File: config.mk
export PLATFORM = sky130hd
export DESIGN_NAME = i2_frame_loader_flat
export DESIGN_NICKNAME = d
export VERILOG_FILES = /design/src/rtl/i2_frame_loader_if.sv /design/src/rtl/i2_frame_loader.sv /design/src/flat_wrapper.sv
export SDC_FILE = /design/constraint.sdc
export NUM_CORES = 1
export LEC_CHECK = 0
export ABC_AREA = 0
export CORE_AREA = 2 2 161 131
export CTS_BUF_LIST = sky130_fd_sc_hd__clkbuf_4 sky130_fd_sc_hd__clkbuf_8
export DETAILED_ROUTE_END_ITERATION = 16
export DIE_AREA = 0 0 163 133
export HOLD_SLACK_MARGIN = 0.05
export PLACE_DENSITY_LB_ADDON = 0.05
export REMOVE_ABC_BUFFERS = 1
export SLEW_MARGIN = 20
export SYNTH_ARGS = -nofsm -noshare
export SYNTH_HDL_FRONTEND = slang
export SYNTH_SLANG_ARGS = --single-unit
File: constraint.sdc
create_clock -name clk -period 15.7 [get_ports clk]
set_input_delay 3.14 -clock clk [delete_from_list [all_inputs] [get_ports clk]]
set_output_delay 3.14 -clock clk [all_outputs]
set_load 0.005 [all_outputs]
File: src/rtl/i2_frame_loader_if.sv
// Stream-in / frame-out bus of the i2 frame loader.
// The slave modport is the loader side. The master modport is the producer/consumer side.
interface i2_frame_loader_if #(
    parameter int W      = 32,
    parameter int NWORDS = 7,
    parameter int CNTW   = 16
) ();
    localparam int FB = W * NWORDS;

    logic              in_valid;
    logic              in_ready;
    logic [W-1:0]      in_data;
    logic              in_last;
    logic              frame_valid;
    logic              frame_ready;
    logic [FB-1:0]     frame_data;
    logic [NWORDS-1:0] word_nz;
    logic              frame_err;
    logic [CNTW-1:0]   frame_count;
    logic [7:0]        err_count;

    modport slave (
        input  in_valid, in_data, in_last, frame_ready,
        output in_ready, frame_valid, frame_data, word_nz, frame_err,
               frame_count, err_count
    );

    modport master (
        output in_valid, in_data, in_last, frame_ready,
        input  in_ready, frame_valid, frame_data, word_nz, frame_err,
               frame_count, err_count
    );
endinterface

File: src/rtl/i2_frame_loader.sv
// Assembles W-bit stream words into one held parallel operand frame for the i2 group-select logic.
// It also provides per-word nonzero flags and counts of delivered frames and error frames.
module i2_frame_loader #(
    parameter int W      = 32,
    parameter int NWORDS = 7,
    parameter int CNTW   = 16
) (
    input  logic               clk,
    input  logic               rst,
    i2_frame_loader_if.slave   bus
);
    localparam int FB = W * NWORDS;
    localparam int CW = (NWORDS > 1) ? $clog2(NWORDS) + 1 : 1;

    typedef enum logic [1:0] {FILL, DRAIN, HOLD} state_t;

    state_t            state_q, state_d;
    logic [CW-1:0]     cnt_q, cnt_d;
    logic [FB-1:0]     frame_q, frame_d;
    logic [NWORDS-1:0] nz_q, nz_d;
    logic              err_q, err_d;
    logic [CNTW-1:0]   fcnt_q, fcnt_d;
    logic [7:0]        ecnt_q, ecnt_d;

    always_ff @(posedge clk or posedge rst) begin
        if (rst) begin
            state_q <= FILL;
            cnt_q   <= '0;
            frame_q <= '0;
            nz_q    <= '0;
            err_q   <= 1'b0;
            fcnt_q  <= '0;
            ecnt_q  <= '0;
        end else begin
            state_q <= state_d;
            cnt_q   <= cnt_d;
            frame_q <= frame_d;
            nz_q    <= nz_d;
            err_q   <= err_d;
            fcnt_q  <= fcnt_d;
            ecnt_q  <= ecnt_d;
        end
    end

    always_comb begin
        state_d = state_q;
        cnt_d   = cnt_q;
        frame_d = frame_q;
        nz_d    = nz_q;
        err_d   = err_q;
        fcnt_d  = fcnt_q;
        ecnt_d  = ecnt_q;
        case (state_q)
            FILL: begin
                if (bus.in_valid) begin
                    frame_d[cnt_q*W +: W] = bus.in_data;
                    nz_d[cnt_q]           = |bus.in_data;
                    cnt_d                 = cnt_q + CW'(1);
                    if (bus.in_last) begin
                        state_d = HOLD;
                        err_d   = (cnt_q != CW'(NWORDS - 1));
                    end else if (cnt_q == CW'(NWORDS - 1)) begin
                        state_d = DRAIN;
                        err_d   = 1'b1;
                    end
                end
            end
            // Overlong frame: swallow beats until in_last, keeping the first NWORDS words.
            DRAIN: begin
                if (bus.in_valid && bus.in_last) begin
                    state_d = HOLD;
                    err_d   = 1'b1;
                end
            end
            HOLD: begin
                if (bus.frame_ready) begin
                    fcnt_d  = fcnt_q + CNTW'(1);
                    if (err_q && ecnt_q != 8'hFF)
                        ecnt_d = ecnt_q + 8'd1;
                    frame_d = '0;
                    nz_d    = '0;
                    err_d   = 1'b0;
                    cnt_d   = '0;
                    state_d = FILL;
                end
            end
            default: state_d = FILL;
        endcase
    end

    assign bus.in_ready    = (state_q != HOLD);
    assign bus.frame_valid = (state_q == HOLD);
    assign bus.frame_data  = frame_q;
    assign bus.word_nz     = nz_q;
    assign bus.frame_err   = err_q;
    assign bus.frame_count = fcnt_q;
    assign bus.err_count   = ecnt_q;
endmodule

File: src/flat_wrapper.sv
// flat-port wrapper written by rule: the top's interface ports become plain ports
module i2_frame_loader_flat 
#(
    parameter int W      = 32,
    parameter int NWORDS = 7,
    parameter int CNTW   = 16
)
  (clk, rst, bus_in_valid, bus_in_data, bus_in_last, bus_frame_ready, bus_in_ready, bus_frame_valid, bus_frame_data, bus_word_nz, bus_frame_err, bus_frame_count, bus_err_count);
  i2_frame_loader_if #(.W(W), .NWORDS(NWORDS), .CNTW(CNTW)) bus_i ();
  input  logic clk;
  input  logic rst;
  input wire logic [$bits(bus_i.in_valid)-1:0] bus_in_valid;
  input wire logic [$bits(bus_i.in_data)-1:0] bus_in_data;
  input wire logic [$bits(bus_i.in_last)-1:0] bus_in_last;
  input wire logic [$bits(bus_i.frame_ready)-1:0] bus_frame_ready;
  output wire logic [$bits(bus_i.in_ready)-1:0] bus_in_ready;
  output wire logic [$bits(bus_i.frame_valid)-1:0] bus_frame_valid;
  output wire logic [$bits(bus_i.frame_data)-1:0] bus_frame_data;
  output wire logic [$bits(bus_i.word_nz)-1:0] bus_word_nz;
  output wire logic [$bits(bus_i.frame_err)-1:0] bus_frame_err;
  output wire logic [$bits(bus_i.frame_count)-1:0] bus_frame_count;
  output wire logic [$bits(bus_i.err_count)-1:0] bus_err_count;
  assign bus_i.in_valid = bus_in_valid;
  assign bus_i.in_data = bus_in_data;
  assign bus_i.in_last = bus_in_last;
  assign bus_i.frame_ready = bus_frame_ready;
  assign bus_in_ready = bus_i.in_ready;
  assign bus_frame_valid = bus_i.frame_valid;
  assign bus_frame_data = bus_i.frame_data;
  assign bus_word_nz = bus_i.word_nz;
  assign bus_frame_err = bus_i.frame_err;
  assign bus_frame_count = bus_i.frame_count;
  assign bus_err_count = bus_i.err_count;
  i2_frame_loader #(.W(W), .NWORDS(NWORDS), .CNTW(CNTW)) u_core (.clk(clk), .rst(rst), .bus(bus_i));
endmodule
Yosys cells after proc, flatten, opt, wreduce, memory -nomap -nowiden
Cells that the tools add are included.

word-level totals
  memory bits (read-only) = 0
  output and inout port bits = 258
  bits in latches = 0
  logic and storage cells = 62
  memory bits (writable) = 0
  input port bits = 37
  register bits after elaboration = 262
  memories = 0

cells by class
  order comparisons = 2
  multiply operators = 0
  bitwise operators = 0
  div/mod/pow operators = 0
  add/subtract/negate cells = 4
  eq/ne operators = 10
  mux-type cells = 25
  shifts and indexed selects = 2
  reductions and logical operators = 12

operators by type and width
  cell                                                      count
  2-to-1 mux 224 bit                                        2
  case mux 224 bit (2 select lines)                         1
  bitwise mux 224 bit                                       1
  variable shift 32 x 34 -> 224 bit (first input constant)  1
  indexed part select 32 x 34 -> 224 bit                    1
  negator 9 -> 34 bit                                       1
  OR reduction 32 bit                                       1
  adder 16 x 1 -> 16 bit (second input constant)            1
  2-to-1 mux 7 bit                                          2
  case mux 7 bit (2 select lines)                           1
  2-to-1 mux 2 bit                                          5
  adder 8 x 1 -> 8 bit (second input constant)              1
  2-to-1 mux 4 bit                                          2
  inequality test 8 bit (second input constant)             1
  case mux 4 bit (2 select lines)                           1
  bitwise mux 7 bit                                         1
  2-to-1 mux 1 bit                                          6
  inequality test 2 bit (second input constant)             3
  case mux 2 bit (3 select lines)                           1
  AND reduction 3 bit                                       2
  AND reduction 5 bit                                       1
  adder 4 x 1 -> 4 bit (second input constant)              1
  equality test 4 x 3 -> 1 bit (second input constant)      1
  >= comparator 4 x 1 -> 1 bit (second input constant)      1
  14 further kinds                                          16

Logic depth before layout (Yosys ltp)
  word-level depth = 7
  depth in mapped cells = 9
  mapped depth without buffers = 6

Least setup slack after synthesis
OpenSTA, ideal clock, no wires.

  path kind = input to register
  start = input bus_in_valid
  end = register u_core.frame_q[160] (netlist: u_core.bus.frame_data[160])
  path buffers = 2
  required time = 15579 ps
  data arrival time = 4142 ps
  path slack = 11437 ps
  stages = 6
  setup time = 121 ps
  cells stage by stage = nand2b_1 nand2_1 buf_6 o31a_4 buf_6 a22o_1

on the way
  cells in the longest elaborated chain, start to end = 2

RTL lines
  what                                    line                   source
  start: declaration                      flat_wrapper.sv:12     input wire logic [$bits(bus_i.in_valid)-1:0] bus_in_valid;
  inequality test 2 bit (no source line)  --
  AND reduction 3 bit (no source line)    --
  end signal: assignment                  i2_frame_loader.sv:37  frame_q <= frame_d;
  end: declaration                        i2_frame_loader.sv:19  logic [FB-1:0] frame_q, frame_d;

No other way between the ends.
A chain may end at the register's enable or synchronous reset.

Worst setup path after layout
  start = register u_core.state_q[0]
  end = output bus_in_ready

on the way
  cells in the longest elaborated chain, start to end = 1

RTL lines
  what                      line                   source
  start: declaration        i2_frame_loader.sv:17  state_t state_q, state_d;
  start signal: assignment  i2_frame_loader.sv:35  state_q <= state_d;
  inequality test 2 bit     i2_frame_loader.sv:91  assign bus.in_ready = (state_q != HOLD);
  end: declaration          flat_wrapper.sv:16     output wire logic [$bits(bus_i.in_ready)-1:0] bus_in_ready;

No other way between the ends.

==> out/qor.txt <==
Outcome -> finished clean
Metal1 wirelength -> 14110 um
RSZ-0062 raised after global routing -> false
Die W -> 163 um
Reg2Reg Setup Slack -> 12.45 ns
Worst IR drop on VDD -> 0.07444 mV
Largest cells by area after synthesis -> dfrtp_1 (61%), a22o_1 (16%), mux2i_1 (3.2%), nand2_1 (2.8%), buf_6 (1.7%)
Hold Crit Start -> u_core.bus.frame_count[15]
Synthesized cell area -> 10700 sq um
Sink of the worst hold path -> u_core.bus.frame_count[15]
Crit share post-route -> 36.64%
Met2 Routed Length -> 13780 um
Total gr overflow -> 0
Synth area leader -> dfrtp_1
Worst EP arrival -> 2.61 ns
Post-layout util -> 71.76%
Die Ht -> 133 um
Final setup viols -> 0
RePlAce Congestion -> 0.8626
Yosys warnings -> 0
Slowest cell on crit path -> ha_1
Vias in the first global route -> 7927
Ant diodes -> 0
R2R Path End -> u_core.bus.frame_data[56]
Met3 wire length -> 2643 um
FF-to-FF Start -> u_core.state_q[0]
Synth Register Bits -> 262
Post-Place Cell Area -> 13600 sq um
Via/cell ratio -> 5.787
DRT Wirelength -> 31200 um
Setup slack at placement -> 9.432 ns
Startpoint types -> register
Design area -> 14560 sq um
# fillers -> 1428
CTS resizes -> 0
Final worst slack -> 9.948 ns
Largest net degree at the start of global routing -> 107
# rows -> 47
Worst-path clk slew -> 0.06 ns
Hold Crit Class -> register to register
Post-synth cell types -> 60
HPWL after detailed placement -> 19740 um
Most common cell in the netlist -> dfrtp_1
Post-synth EDFFs -> 0
Top FF cell, synth -> dfrtp_1
Layout cells sized above 1 -> 10.45%
Cell area power density -> 143.8 nW/um^2
Boundary Pins -> 295
Hold Buf Count CTS -> 0
TritonCTS sink count -> 262
Highest Signal Layer -> met4
Crit-path most repeated cell -> inv_1
ANT nets after route -> 0
DIE AREA -> 21680 sq um
First-pass GRT wire length -> 48370 um
Ys async rst share -> 100.0%
Pre-antenna DRT Iters -> 5
DRC marker count from the first detailed-route iteration -> 742
Fin nets -> 1136
Setup TNS -> 0 ns
Port Buffers -> 294
Final hold slack -> 0.4791 ns
Starting Density -> 52.73%
WHS Path Cells -> 1
Worst path buffer plus inverter count -> 3
Setup Fix Bufs, Post-CTS -> 0
Syn_area_per_cell -> 12.87 sq um
Max Clock Skew -> 0.01727 ns
Req. time, crit path -> 12.56 ns
Synthesis-to-finish area growth -> 36.09%
Top-area cell type share of the netlist area -> 61.29%
Via Count -> 8038
Max-slew violation count -> 0
F_max -> 173.8 MHz
GRT Resource Usage Total -> 28.98%
Synth top cells by count -> dfrtp_1 (262), a22o_1 (191), nand2_1 (81), mux2i_1 (34), buf_2 (32)
Headroom to the max-slew limit -> 22.06%
LEAKAGE -> 0.006723 uW
CTS buffer count -> 41
Clock latency at the later pin of the worst-skew pair -> 0.53 ns
Register area share after synthesis -> 61.29%
Core region area -> 20290 sq um
Clock Root Buffer -> clkbuf_8
Worst path max stage delay -> 0.85 ns
Actual slew at the worst max-slew pin -> 1.165 ns
Syn Inst Count -> 831
Fin. Hold Viols -> 0
Initial antenna violation count -> 0
Min Tclk post-route -> 5.752 ns
DRC -> 0
Crit Path Category -> register to output pin
Max-cap violations -> 0
Setup crit end kind -> output pin
CP max FO -> 18
Worst-case reg-to-reg path depth -> 6
Delay-heaviest family, CP -> adder cells
Max Root-Sink Buffers -> 3
Wire length per cell -> 22.47 um
H-tree Lvls -> 2
TritonCTS clock tree -> yes
Crit-path cells -> inv_1 -> ha_1 -> inv_1 -> clkdlybuf4s50_1
where the power goes:
group	leakage (uW)	internal (uW)	switching (uW)	total (uW)
sequential	0.00362	767	76.1	843
clock	0.000485	365	264	629
combinational	0.00262	296	325	621
sequential cells by signal, indices dropped and copies added (netlist names):
register                count
u_core.bus.err_count        8
u_core.bus.frame_count     16
u_core.bus.frame_data     224
u_core.bus.frame_err        1
u_core.bus.word_nz          7
u_core.cnt_q                4
u_core.state_q              2
placed cells by master (no fill, tap or decap), types with 12 or more instances in the layout:
cell and count:
clkbuf_4 13, nand3_1 14, nand2_1 80, xnor2_1 20, clkbuf_8 56, nor2_1 12, mux2i_1 34, dfrtp_1 262
clkdlybuf4s50_1 294, a22o_1 191
kinds of logic (layout without fill, tap and decap cells):
| family | count (synthesis) | count (layout) | share of synthesized area [%] |
|---|---|---|---|
| buf+inv | 99 | 388 | 5.111 |
| compound gates | 229 | 229 | 18.25 |
| flops | 262 | 262 | 61.29 |
| fa+ha+maj | 10 | 10 | 1.170 |
| xor+xnor | 26 | 26 | 2.129 |
| simple gates | 166 | 166 | 8.292 |
| mux | 39 | 39 | 3.766 |
worst max path at each step:
stage | startpoint | depth (start not counted) | to
2_1_floorplan | rst | 1 | u_core.bus.err_count[0]
6_report | u_core.state_q[0] | 4 | bus_in_ready
4_1_cts | u_core.state_q[0] | 4 | bus_in_ready
3_3_place_gp | rst | 4 | u_core.bus.err_count[0]
5_1_grt | u_core.state_q[0] | 4 | bus_in_ready
3_5_place_dp | rst | 4 | u_core.bus.err_count[0]
per-layer routing:
metal	vias to the layer above	track usage [%]
met3	51	8.589
met4	0	7.424
met1	4111	42.42
li1	3553	-
met2	323	42.70
met5	-	0
stage by stage:
| stage | total power (uW) | instances |
|---|---|---|
| after global routing | 2198 | 1389 |
| after detailed placement | 1471 | 1314 |
| final | 2093 | 1389 |
| after CTS | 2102 | 1388 |
| after global placement | 1461 | 1314 |
| after floorplan | 1133 | 742 |
final cells by class:
class / instances / area (sq um) / area share (%)
multi-input combinational: 470 / 3656 / 25.11
timing repair buffer: 304 / 3042 / 20.89
tap: 269 / 336.6 / 2.312
clock inverter: 5 / 55.05 / 0.3781
clock buffer: 69 / 868.3 / 5.964
sequential: 262 / 6556 / 45.03
inverter: 10 / 45.04 / 0.3094
(Power assumes the default switching activity.)
